[config.mk]
export PLATFORM = sky130hd
export DESIGN_NAME = periph_bus_master
export DESIGN_NICKNAME = d
export VERILOG_FILES = /design/src/rtl/periph_bus_pkg.sv /design/src/rtl/cmd_fifo.sv /design/src/rtl/periph_bus_master.sv
export SDC_FILE = /design/constraint.sdc
export NUM_CORES = 1
export LEC_CHECK = 0
export ABC_AREA = 0
export BUFFER_PORTS_ARGS = -buffer_cell sky130_fd_sc_hd__buf_2
export CELL_PAD_IN_SITES_DETAIL_PLACEMENT = 1
export CELL_PAD_IN_SITES_GLOBAL_PLACEMENT = 1
export CORE_UTILIZATION = 48
export CTS_CLUSTER_SIZE = 30
export DETAILED_ROUTE_END_ITERATION = 7
export GPL_TIMING_DRIVEN = 1
export PLACE_DENSITY = 0.84
export SYNTH_ARGS = -nofsm -noshare
export SYNTH_HDL_FRONTEND = slang
export SYNTH_SLANG_ARGS = --single-unit
[constraint.sdc]
create_clock -name clk -period 5.4 [get_ports clk]
set_input_delay 1.08 -clock clk [delete_from_list [all_inputs] [get_ports clk]]
set_output_delay 1.08 -clock clk [all_outputs]
set_load 0.01 [all_outputs]
[src/rtl/periph_bus_pkg.sv]
// Shared types and constants for the peripheral-window bus initiator.
// Holds the register map, the FSM encoding and the queued command format.
package periph_bus_pkg;

  localparam logic [31:0] ADDR_TH     = 32'h4000_0000;
  localparam logic [31:0] ADDR_TL     = 32'h4000_0004;
  localparam logic [31:0] ADDR_TCON   = 32'h4000_0008;
  localparam logic [31:0] ADDR_LED    = 32'h4000_000C;
  localparam logic [31:0] ADDR_SWITCH = 32'h4000_0010;
  localparam logic [31:0] ADDR_DIGI   = 32'h4000_0014;

  typedef enum logic [1:0] {
    ST_IDLE  = 2'd0,
    ST_ISSUE = 2'd1,
    ST_RESP  = 2'd2
  } state_e;

  typedef struct packed {
    logic        wr;
    logic [31:0] addr;
    logic [31:0] wdata;
  } cmd_t;

  function automatic logic is_aligned(input logic [31:0] a);
    return a[1:0] == 2'b00;
  endfunction

endpackage

[src/rtl/cmd_fifo.sv]
// Synchronous command FIFO with full/empty flags and occupancy count.
// A push while full is refused even when a pop happens in the same cycle.
module cmd_fifo
  import periph_bus_pkg::*;
#(
  parameter int DEPTH = 4
) (
  input  logic                   clk,
  input  logic                   reset,
  input  logic                   i_push,
  input  cmd_t                   i_data,
  input  logic                   i_pop,
  output cmd_t                   o_data,
  output logic                   o_full,
  output logic                   o_empty,
  output logic [$clog2(DEPTH):0] o_count
);

  localparam int AW = $clog2(DEPTH);

  cmd_t          r_mem [DEPTH];
  logic [AW-1:0] r_wr_ptr;
  logic [AW-1:0] r_rd_ptr;
  logic [AW:0]   r_count;
  logic          w_push_ok;
  logic          w_pop_ok;

  assign o_full    = (r_count == (AW+1)'(DEPTH));
  assign o_empty   = (r_count == '0);
  assign o_count   = r_count;
  assign o_data    = r_mem[r_rd_ptr];
  assign w_push_ok = i_push && !o_full;
  assign w_pop_ok  = i_pop && !o_empty;

  // Pointers wrap naturally because DEPTH is a power of two.
  always_ff @(posedge clk or posedge reset) begin
    if (reset) begin
      r_wr_ptr <= '0;
      r_rd_ptr <= '0;
      r_count  <= '0;
    end else begin
      if (w_push_ok) r_wr_ptr <= r_wr_ptr + 1'b1;
      if (w_pop_ok)  r_rd_ptr <= r_rd_ptr + 1'b1;
      case ({w_push_ok, w_pop_ok})
        2'b10:   r_count <= r_count + 1'b1;
        2'b01:   r_count <= r_count - 1'b1;
        default: r_count <= r_count;
      endcase
    end
  end

  always_ff @(posedge clk) begin
    if (w_push_ok) r_mem[r_wr_ptr] <= i_data;
  end

endmodule

[src/rtl/periph_bus_master.sv]
// Bus initiator for the 0x4000_0000 peripheral window: queued commands become
// single-beat rd/wr strobes, each returning one response.
module periph_bus_master
  import periph_bus_pkg::*;
#(
  parameter int CMD_DEPTH = 4,
  parameter int ERR_CNT_W = 8
) (
  input  logic                 clk,
  input  logic                 reset,
  // Both channels: a transfer happens on a rising edge where valid && ready;
  // rsp_valid and its payload stay constant until that transfer.
  input  logic                 cmd_valid,
  output logic                 cmd_ready,
  input  logic                 cmd_wr,
  input  logic [31:0]          cmd_addr,
  input  logic [31:0]          cmd_wdata,
  output logic                 rsp_valid,
  input  logic                 rsp_ready,
  output logic [31:0]          rsp_rdata,
  output logic                 rsp_err,
  output logic                 rd,
  output logic                 wr,
  output logic [31:0]          addr,
  output logic [31:0]          wdata,
  input  logic [31:0]          rdata,
  input  logic                 en,
  output logic [ERR_CNT_W-1:0] err_count,
  output logic                 busy,
  output state_e               dbg_state
);

  state_e                 r_state;
  state_e                 w_next;
  logic                   w_pop;
  cmd_t                   w_cmd_in;
  cmd_t                   w_head;
  logic                   w_full;
  logic                   w_empty;
  logic [$clog2(CMD_DEPTH):0] w_count;

  logic                   r_rd;
  logic                   r_wr;
  logic [31:0]            r_addr;
  logic [31:0]            r_wdata;
  logic                   r_is_wr;
  logic                   r_misaligned;
  logic                   r_rsp_valid;
  logic [31:0]            r_rsp_rdata;
  logic                   r_rsp_err;
  logic [ERR_CNT_W-1:0]   r_err_count;
  logic                   w_rsp_err;
  logic [31:0]            w_rsp_rdata;

  assign w_cmd_in = '{wr: cmd_wr, addr: cmd_addr, wdata: cmd_wdata};

  cmd_fifo #(.DEPTH(CMD_DEPTH)) u_cmd_fifo (
    .clk     (clk),
    .reset   (reset),
    .i_push  (cmd_valid),
    .i_data  (w_cmd_in),
    .i_pop   (w_pop),
    .o_data  (w_head),
    .o_full  (w_full),
    .o_empty (w_empty),
    .o_count (w_count)
  );

  always_comb begin
    w_next = r_state;
    w_pop  = 1'b0;
    case (r_state)
      ST_IDLE: begin
        if (!w_empty) begin
          w_pop  = 1'b1;
          w_next = ST_ISSUE;
        end
      end
      ST_ISSUE: w_next = ST_RESP;
      ST_RESP: begin
        if (rsp_ready) begin
          w_pop  = !w_empty;
          w_next = w_empty ? ST_IDLE : ST_ISSUE;
        end
      end
      default: w_next = ST_IDLE;
    endcase
  end

  // Responder return pins are only meaningful while the ISSUE strobe is up.
  always_comb begin
    w_rsp_err   = 1'b0;
    w_rsp_rdata = '0;
    if (r_misaligned) begin
      w_rsp_err = 1'b1;
    end else if (!r_is_wr) begin
      if (en) w_rsp_rdata = rdata;
      else    w_rsp_err   = 1'b1;
    end
  end

  always_ff @(posedge clk or posedge reset) begin
    if (reset) begin
      r_state      <= ST_IDLE;
      r_rd         <= 1'b0;
      r_wr         <= 1'b0;
      r_addr       <= '0;
      r_wdata      <= '0;
      r_is_wr      <= 1'b0;
      r_misaligned <= 1'b0;
      r_rsp_valid  <= 1'b0;
      r_rsp_rdata  <= '0;
      r_rsp_err    <= 1'b0;
      r_err_count  <= '0;
    end else begin
      r_state <= w_next;
      if (w_pop) begin
        r_rd         <= !w_head.wr && is_aligned(w_head.addr);
        r_wr         <= w_head.wr && is_aligned(w_head.addr);
        r_addr       <= w_head.addr;
        r_wdata      <= w_head.wdata;
        r_is_wr      <= w_head.wr;
        r_misaligned <= !is_aligned(w_head.addr);
      end else begin
        r_rd    <= 1'b0;
        r_wr    <= 1'b0;
        r_addr  <= '0;
        r_wdata <= '0;
      end
      if (r_state == ST_ISSUE) begin
        r_rsp_valid <= 1'b1;
        r_rsp_rdata <= w_rsp_rdata;
        r_rsp_err   <= w_rsp_err;
        if (w_rsp_err && (r_err_count != '1)) r_err_count <= r_err_count + 1'b1;
      end else if ((r_state == ST_RESP) && rsp_ready) begin
        r_rsp_valid <= 1'b0;
        r_rsp_rdata <= '0;
        r_rsp_err   <= 1'b0;
      end
    end
  end

  assign cmd_ready = !w_full;
  assign rsp_valid = r_rsp_valid;
  assign rsp_rdata = r_rsp_rdata;
  assign rsp_err   = r_rsp_err;
  assign rd        = r_rd;
  assign wr        = r_wr;
  assign addr      = r_addr;
  assign wdata     = r_wdata;
  assign err_count = r_err_count;
  assign busy      = (w_count != '0) || (r_state != ST_IDLE);
  assign dbg_state = r_state;

endmodule

==> summary.txt <==
Worst setup path
  • CP required: 4320 ps
  • Setup CP Type: flip-flop to output port
  • Max stage delay cell, worst path: dfrtp_1
  • FF-to-FF setup slack: 2870 ps
  • Crit path launch: u_cmd_fifo.o_count[0]
  • CP top delay family: flip-flops
  • Critical-path cell list: nor3_1 -> nand2_1 -> buf_2
  • Worst R2R Start: u_cmd_fifo.r_rd_ptr[0]
  • WP data arrival: 1450 ps
  • Worst path bufs/invs: 1
  • Critical path depth: 3
  • FF-to-FF path depth: 3
  • Worst R2R End: addr[27]
  • Crit end category: output port
  • Startpoint Class: flip-flop
  • Max FO, Critical Path: 4
  • Slowest Stage Delay on Critical Path: 440 ps

Final layout
  • Finished Layout Cells: 1293
  • Fillers: 2500
  • P&R area growth vs syn: 19.76%
  • Layout cells sized above 1: 0.3904
  • Final instance area: 0.01638 mm^2
  • Final nets: 990
  • Post-layout util: 0.5864

GRT
  • Largest net degree at the start of global routing: 94
  • First-pass GRT wire length: 43660 um
  • Initial antenna violation count: 5
  • Gr usage total: 0.2017
  • Grt ovf: 0
  • Number of global-route vias before repair: 7691

Placed design
  • HPWL Detailed: 16830 um
  • GP Congestion: 0.7583
  • Placed cell count: 1217
  • Area after DPL: 0.01513 mm^2
  • Buffers added on ports: 213

Logic synthesis
  • Synth Net Count: 759
  • Top post-synthesis cells by area: edfxtp_1, dfrtp_1, mux4_2, and2_1, a22o_1
  • Mapped Avg Cell Area: 21.05 um^2
  • Post-Syn Instances: 650
  • Sequential cell area fraction in the yosys report: 0.7884
  • Fraction of post-synthesis cell area in the top cell type by area: 0.5707
  • Post-Syn Area: 0.01368 mm^2
  • Top FF cell, synth: edfxtp_1
  • Asr flop ratio synth: 0.3140
  • EDFF count, synth: 260
  • Post-synthesis register bit count: 379
  • Top-count cell post-synth: edfxtp_1
  • Top cells by count, synth: edfxtp_1, dfrtp_1, and2_1, mux4_2, a22o_1
  • Leading area contributor after synthesis: edfxtp_1
  • Synth cell types: 40
  • Synth warnings: 0

Power and ir drop
  • PwrDens: 549.4 mW/mm^2
  • Switching Fraction: 0.2888
  • Leak: 0.006489 uW
  • P_int: 6401 uW
  • Sequential Power Share: 0.473
  • Clock share of power: 0.287
  • Peak supply drop: 0.0003150 V
  • Comb pwr share: 0.240
  • Psw: 2599 uW
  • Total power: 9000 uW

STA
  • Final Hold Fails: 0
  • Max Clock Skew: 29.69 ps
  • Pins over their slew limit: 0
  • Setup violators final: 0
  • Slew at the pin closest to its max-slew limit: 1155 ps
  • Crit share post-route: 0.4691
  • Setup TNS: 0 ps
  • RSZ-0062 raised after global routing: false
  • Relative slew slack: 0.2300
  • Fmax: 394.7 MHz
  • Crit path time final: 2533 ps

Clock network
  • Total CTS buffers: 40
  • H-tree depth: 2
  • Root Driver: clkbuf_16
  • PostCTS Resize Cnt: 0
  • CTS Hold Buffers Added: 0
  • Clk slew on worst S/H paths: 60 ps
  • Clock Tree Buf Depth: 3
  • Worst skew pair latency: 530 ps
  • CTS tree: done
  • Clock Sink Count: 379
  • Post-CTS Setup Repair Bufs: 0

Routing
  • Total Wirelength: 28670 um
  • Vias: 6847
  • Final ANT Viol Nets: 0
  • Starting DRT DRC Count: 344
  • Vias per inst: 5.295
  • DRC Markers: 0
  • Detailed Routing Iterations Pass 1: 4
  • Routed WL per cell: 22.17 um

Min path
  • Cell count of the worst hold path: 1
  • HP Start: rsp_err
  • Worst hold path endpoint: rsp_err
  • Worst hold path class: flip-flop to flip-flop

Status
  • Status: complete, no violations

Die
  • Initial Util: 0.4897
  • IO Pins: 214
  • FP Rows: 61
  • Core box area: 0.02793 mm^2
  • Die Ht: 170.8 um
  • Die footprint: 0.02918 mm^2
  • Die width: 170.8 um

Flow run
  • Max-Cap Viols: 0
worst max-delay path by stage:
| stage | slack, ps | to |
|---|---|---|
| floorplan | 1160 | addr[0] |
| global placement | 2620 | u_cmd_fifo.r_rd_ptr[1] |
| detailed placement | 2580 | u_cmd_fifo.r_rd_ptr[1] |
| CTS | 2760 | addr[27] |
| global route | 2630 | addr[27] |
| finish | 2870 | busy |
routing by layer:
| layer | up-vias | GRT usage | wire length, um |
|---|---|---|---|
| met1 | 3555 | 0.2414 | 11250 |
| met4 | 6 | 0.05085 | 484 |
| met2 | 228 | 0.3626 | 14930 |
| met5 | - | 0 | 35 |
| met3 | 47 | 0.05228 | 1973 |
| li1 | 3011 | - | - |
kinds of logic after synthesis:
logic type / count (synthesis) / synth area share
muxes: 72 / 0.1128
and+or+nand+nor: 104 / 0.04619
xor gates and xnor gates: 8 / 0.005122
AOI/OAI and AO/OA: 43 / 0.02598
buffers and inverters: 37 / 0.01454
DFF: 379 / 0.7884
adders and majority gates: 7 / 0.006951
placed cells by master, fill, tap and decap left out, types with 3 or more instances in the layout:
cell type and n:
nand2_1 11, nor2_1 6, nand3_1 3, inv_1 6, edfxtp_1 260, clkinv_1 4
mux4_2 65, and3_4 4, a22o_1 32, mux2_2 6, dfrtp_1 117, buf_4 5
buf_2 213, nand4_1 3, clkbuf_16 42, clkbuf_1 15, and2_1 65, ha_1 6
clkbuf_8 6, clkinv_2 3, xnor2_1 7, inv_6 3, diode_2 3
sequential cells by signal (all words and copies together), names as in the netlist:
| signal | flops |
|---|---|
| err_count | 8 |
| rsp_err | 1 |
| r_misaligned | 1 |
| rd | 1 |
| r_is_wr | 1 |
| wdata | 32 |
| u_cmd_fifo.r_wr_ptr | 2 |
| u_cmd_fifo.r_mem | 260 |
| wr | 1 |
| rsp_rdata | 32 |
| addr | 32 |
| rsp_valid | 1 |
| u_cmd_fifo.r_rd_ptr | 2 |
| dbg_state | 2 |
| u_cmd_fifo.o_count | 3 |
power groups by stage:
stage	combinational, uW	sequential (uW)	clock (uW)
2_1_floorplan	1520	4220	0
6_report	2160	4260	2580
5_1_grt	2380	4340	2730
3_5_place_dp	2210	4330	0
4_1_cts	2220	4280	2640
3_3_place_gp	2120	4280	0
worst reg2reg max path: cells and delay by family, from the launching register on:
kind                   cells  cell delay, ps
multiplexers               1             590
flip-flops                 1             990
buffers and inverters      1             660
AND/OR/NAND/NOR            1             190
cell type report:
class	instances	area [um^2]	area share
well taps	378	473.0	0.02887
flip-flops and latches	379	10790	0.6588
clock buffers	63	1190	0.07263
diodes	3	7.507	0.0004583
multi-input cells	234	2724	0.1663
repair buffers	218	1104	0.06736
inverters	8	35.03	0.002139
clock inverters	10	56.30	0.003437
through the flow:
| step | worst slack (ps) | hold slack [ps] |
|---|---|---|
| 2_1_floorplan | 1163 | 463.6 |
| 3_3_place_gp | 2621 | 455.3 |
| 3_5_place_dp | 2575 | 483.6 |
| 4_1_cts | 2764 | 495.7 |
| 5_1_grt | 2633 | 507.5 |
| 6_report | 2867 | 491.4 |
Power figures use the tool's default switching activity.
